$ cat config.mk
export PLATFORM = sky130hd
export DESIGN_NAME = freq_meter
export DESIGN_NICKNAME = d
export VERILOG_FILES = /design/src/rtl/freq_meter.sv
export SDC_FILE = /design/constraint.sdc
export NUM_CORES = 1
export LEC_CHECK = 0
export ABC_AREA = 1
export CORE_ASPECT_RATIO = 1.5
export CORE_MARGIN = 4
export CORE_UTILIZATION = 60
export DETAILED_ROUTE_END_ITERATION = 10
export PLACE_DENSITY = 0.82
export SLEW_MARGIN = 20
export SYNTH_ARGS = -nofsm -noshare
export SYNTH_HDL_FRONTEND = slang
export SYNTH_SLANG_ARGS = --single-unit
$ cat constraint.sdc
create_clock -name CP -period 3.8 [get_ports CP]
set_input_delay 0.95 -clock CP [delete_from_list [all_inputs] [get_ports CP]]
set_output_delay 0.95 -clock CP [all_outputs]
set_load 0.1 [all_outputs]
$ cat src/rtl/freq_meter.sv
// Gated frequency meter: counts sig_in rising edges per GATE_CYCLES-clock window, publishes BCD.
// Latency: 3-flop input path, result lands on the window-closing edge with a valid pulse; no backpressure.
module freq_meter #(
  parameter int GATE_CYCLES = 100000,
  parameter int DIGITS      = 4
) (
  input  logic                CP,
  input  logic                CLR_n,
  input  logic                en,
  input  logic                sig_in,
  output logic [4*DIGITS-1:0] bcd,
  output logic                overflow,
  output logic                valid,
  output logic                gate
);
  localparam int            GW        = $clog2(GATE_CYCLES);
  localparam logic [GW-1:0] GATE_LAST = GW'(GATE_CYCLES - 1);

  typedef enum logic {IDLE, MEASURE} state_t;
  state_t state_q, state_d;

  logic                s1, s2, s3, edge_pulse;
  logic [GW-1:0]       gate_cnt;
  logic [4*DIGITS-1:0] cnt, cnt_inc, cnt_sum;
  logic                sat, sat_hit, all_nines, carry;
  logic                run, close;

  always_ff @(posedge CP or posedge CLR_n) begin
    if (CLR_n) begin
      s1 <= 1'b0;
      s2 <= 1'b0;
      s3 <= 1'b0;
    end else begin
      s1 <= sig_in;
      s2 <= s1;
      s3 <= s2;
    end
  end

  assign edge_pulse = s2 & ~s3;

  // Ripple the decade carry; a carry out of the top digit means the count is all 9s.
  always_comb begin
    cnt_inc = cnt;
    carry   = 1'b1;
    for (int k = 0; k < DIGITS; k++) begin
      if (carry) begin
        if (cnt[4*k +: 4] == 4'd9) begin
          cnt_inc[4*k +: 4] = 4'd0;
        end else begin
          cnt_inc[4*k +: 4] = cnt[4*k +: 4] + 4'd1;
          carry             = 1'b0;
        end
      end
    end
    all_nines = carry;
    sat_hit   = edge_pulse & all_nines;
    cnt_sum   = (edge_pulse && !all_nines) ? cnt_inc : cnt;
  end

  always_ff @(posedge CP or posedge CLR_n) begin
    if (CLR_n) begin
      state_q <= IDLE;
    end else begin
      state_q <= state_d;
    end
  end

  always_comb begin
    state_d = state_q;
    run     = 1'b0;
    close   = 1'b0;
    case (state_q)
      IDLE: begin
        if (en) begin
          state_d = MEASURE;
        end
      end
      MEASURE: begin
        if (!en) begin
          state_d = IDLE;
        end else begin
          close = (gate_cnt == GATE_LAST);
          run   = ~close;
        end
      end
      default: state_d = IDLE;
    endcase
  end

  // Counters clear on idle, abort and close alike; only a close publishes.
  always_ff @(posedge CP or posedge CLR_n) begin
    if (CLR_n) begin
      gate_cnt <= '0;
      cnt      <= '0;
      sat      <= 1'b0;
      bcd      <= '0;
      overflow <= 1'b0;
      valid    <= 1'b0;
      gate     <= 1'b0;
    end else begin
      valid <= close;
      gate  <= (state_d == MEASURE);
      if (run) begin
        gate_cnt <= gate_cnt + 1'b1;
        cnt      <= cnt_sum;
        sat      <= sat | sat_hit;
      end else begin
        gate_cnt <= '0;
        cnt      <= '0;
        sat      <= 1'b0;
      end
      if (close) begin
        bcd      <= cnt_sum;
        overflow <= sat | sat_hit;
      end
    end
  end

endmodule

==> key figures <==
Run status
  • Status: finished clean

Setup path
  • CP peak stage delay: 1.15 ns
  • Startpoint types: register
  • Setup slack, reg-to-reg: 1.70 ns
  • Critical Path Sink Type: primary output
  • Crit path DAT: 1.85 ns
  • Crit path max fanout: 2
  • Critical path buffer and inverter count: 1
  • Critical path's slowest cell: clkdlybuf4s50_1
  • Cells along the critical path: clkdlybuf4s50_1
  • Crit-path leading delay family: buffers and inverters
  • Critical Path RT: 2.85 ns
  • Worst Path Class, Setup: reg2out

Logic synthesis
  • Seq cells post-synth: 56
  • Largest cells by area after synthesis: dfrtp_1 48%, nand2_1 16%, nor2_1 6.1%
  • Area fraction of the dominant cell type after synthesis: 0.476
  • Syn_area_per_cell: 7.79 µm²
  • EDFF count, synth: 0
  • Sequential share of the synthesized area: 0.476
  • Yosys Warn Count: 0
  • Synth unique cells: 31
  • Async set-reset flop share out of synthesis: 1.00
  • Post-Syn Area: 2940 µm²
  • Yosys top cell by area: dfrtp_1
  • Main synth FF type: dfrtp_1
  • Synthesized Nets: 383
  • Most frequent cells after synthesis: 129 x nand2_1, 56 x dfrtp_1, 48 x nor2_1
  • Mapped Cells: 378
  • Most frequent cell after synthesis: nand2_1

Placed design
  • RePlAce Congestion: 0.953
  • Pre-CTS setup slack: 1.20 ns
  • Post-DP HPWL: 4200 µm
  • PortBufs: 22
  • Placed Area: 3190 µm²

Power
  • Maximum VDD drop: 0.288 mV
  • P_int: 0.000840 W
  • Logic pwr share: 0.039
  • Leak: 1.52 nW
  • Clock power share: 0.400
  • Pwr/cell area: 323 nW/µm²
  • Sequential power share: 0.562
  • Total power: 0.00107 W
  • Sw Ratio: 0.215
  • Switching pwr: 0.000230 W

Die
  • IO Count: 23
  • Die height: 93.8 µm
  • Number of core rows: 31
  • Starting Density: 0.612
  • Die X: 65.2 µm
  • Core Box Area: 4810 µm²
  • Die Area: 6110 µm²

Final layout
  • Post-route cell area: 3320 µm²
  • Layout cells sized above 1: 0.0846
  • N_diodes: 0
  • Area Overhead vs Synth: 12.7%
  • Final net count: 406

Timing
  • Final hold vios: 0
  • Unrepaired setup endpoints after global routing: false
  • Fin crit period: 2.80 ns
  • Fin worst setup slack: 1.00 ns
  • Tcrit/Tclk final: 0.737
  • WHS: 0.361 ns
  • Setup TNS Final: 0 ns
  • Pin slew with the least headroom to its limit: 0.981 ns
  • Max Slew Vio Count: 0
  • Rel. slew slack: 0.344
  • # setup viols final: 0
  • Worst Clk Skew: 0.0135 ns
  • Fmax: 0.357 GHz

Detailed routing
  • Pre-Repair DR Iteration Count: 4
  • Routed WL: 5990 µm
  • Avg WL per Cell: 12.8 µm
  • DRC: 0
  • Via density: 5.19
  • Drt initial violations: 166
  • Via count: 2430
  • Antenna Violating Nets Remaining: 0

Clock tree
  • CTS tree: yes
  • Clk_lat worst skew: 0.31 ns
  • Max clock buf depth: 2
  • Sink Count: 56
  • CTS Hold Bufs: 0
  • Post_cts resized: 0
  • Total CTS buffers: 5
  • Post-CTS setup buffer count: 0
  • Root Buffer: clkbuf_8
  • Clock-pin slew on the worst setup and hold paths: 0.10 ns
  • H-Tree Depth: 2

Global routing
  • First-pass GRT wire length: 10400 µm
  • Vias in the first global route: 2416
  • Largest net degree at the start of global routing: 57
  • GRT Overall Usage: 0.219
  • Antenna violations before repair: 0
  • Grt ovf: 0

Flow run
  • Max-cap viol count: 0

Worst hold path
  • Worst min path class: reg2reg
[area by class of cell]
class,instances,area [µm²]
inverter,37,139
multi-input combinational,276,1330
clock buffer,7,96.3
clock inverter,1,30.0
sequential,56,1400
timing repair buffer,25,243
tap,66,82.6
fill,408,1490
[placed cells by master, fill, tap and decap left out, types with 5 or more instances in the layout]
| cell | instances |
|---|---|
| inv_1 | 34 |
| nand2_1 | 129 |
| nor2_1 | 48 |
| nor3_1 | 10 |
| nand3_1 | 19 |
| nand3_2 | 5 |
| clkbuf_8 | 7 |
| a21oi_1 | 11 |
| o21ai_0 | 10 |
| xor2_1 | 9 |
| nand4_1 | 10 |
| dfrtp_1 | 56 |
| clkdlybuf4s50_1 | 22 |
[registers in the layout, summed over array words and instances, names as in the netlist]
name / flops
gate_cnt: 17
overflow: 1
valid: 1
bcd: 16
s2: 1
sat: 1
gate: 1
s3: 1
s1: 1
cnt: 16
[path summary, 6_finish.rpt]
kind / startpoint / to / cells past startpoint
max reg2reg: gate_cnt[0]$_DFF_PP0_ / gate_cnt[14]$_DFF_PP0_ / 7
max: bcd[13]$_DFFE_PP0P_ / bcd[13] / 1
min reg2reg: s1$_DFF_PP0_ / s2$_DFF_PP0_ / 0
min: s1$_DFF_PP0_ / s2$_DFF_PP0_ / 0
max in group asynchronous: CLR_n / gate_cnt[3]$_DFF_PP0_ / 3
min in group asynchronous: CLR_n / bcd[2]$_DFFE_PP0P_ / 3
[cell families (layout without fill, tap and decap cells)]
logic type	Yosys count	after routing	share of synthesized area
buffers and inverters	46	70	0.0739
AO/OA/AOI/OAI	26	26	0.0472
AND/OR/NAND/NOR	238	238	0.366
flip-flops	56	56	0.476
adder cells (fa/ha/maj)	1	1	0.00425
XOR/XNOR	11	11	0.0327
[power groups by stage]
stage                     registers [W]   logic, W  clock network [W]
after floorplan                0.000617  0.0000291                  0
after global placement         0.000613  0.0000416                  0
after detailed placement       0.000613  0.0000425                  0
after CTS                      0.000601  0.0000423           0.000436
after global routing           0.000602  0.0000462           0.000464
final                          0.000601  0.0000412           0.000428
[metal layers]
| metal | vias up | GRT usage | wire (µm) |
|---|---|---|---|
| met4 | 0 | 0.114 | 127 |
| li1 | 1238 | - | - |
| met3 | 7 | 0.0323 | 163 |
| met1 | 1143 | 0.266 | 2560 |
| met5 | - | 0 | 0 |
| met2 | 42 | 0.369 | 3140 |
[per-stage QoR]
stage | std cells | util
after floorplan | 378 | -
after global placement | 460 | 0.663
after detailed placement | 460 | 0.663
after CTS | 468 | 0.690
after global routing | 468 | 0.690
final | 468 | 0.690
Note: power is estimated with default switching activity, not from simulation.
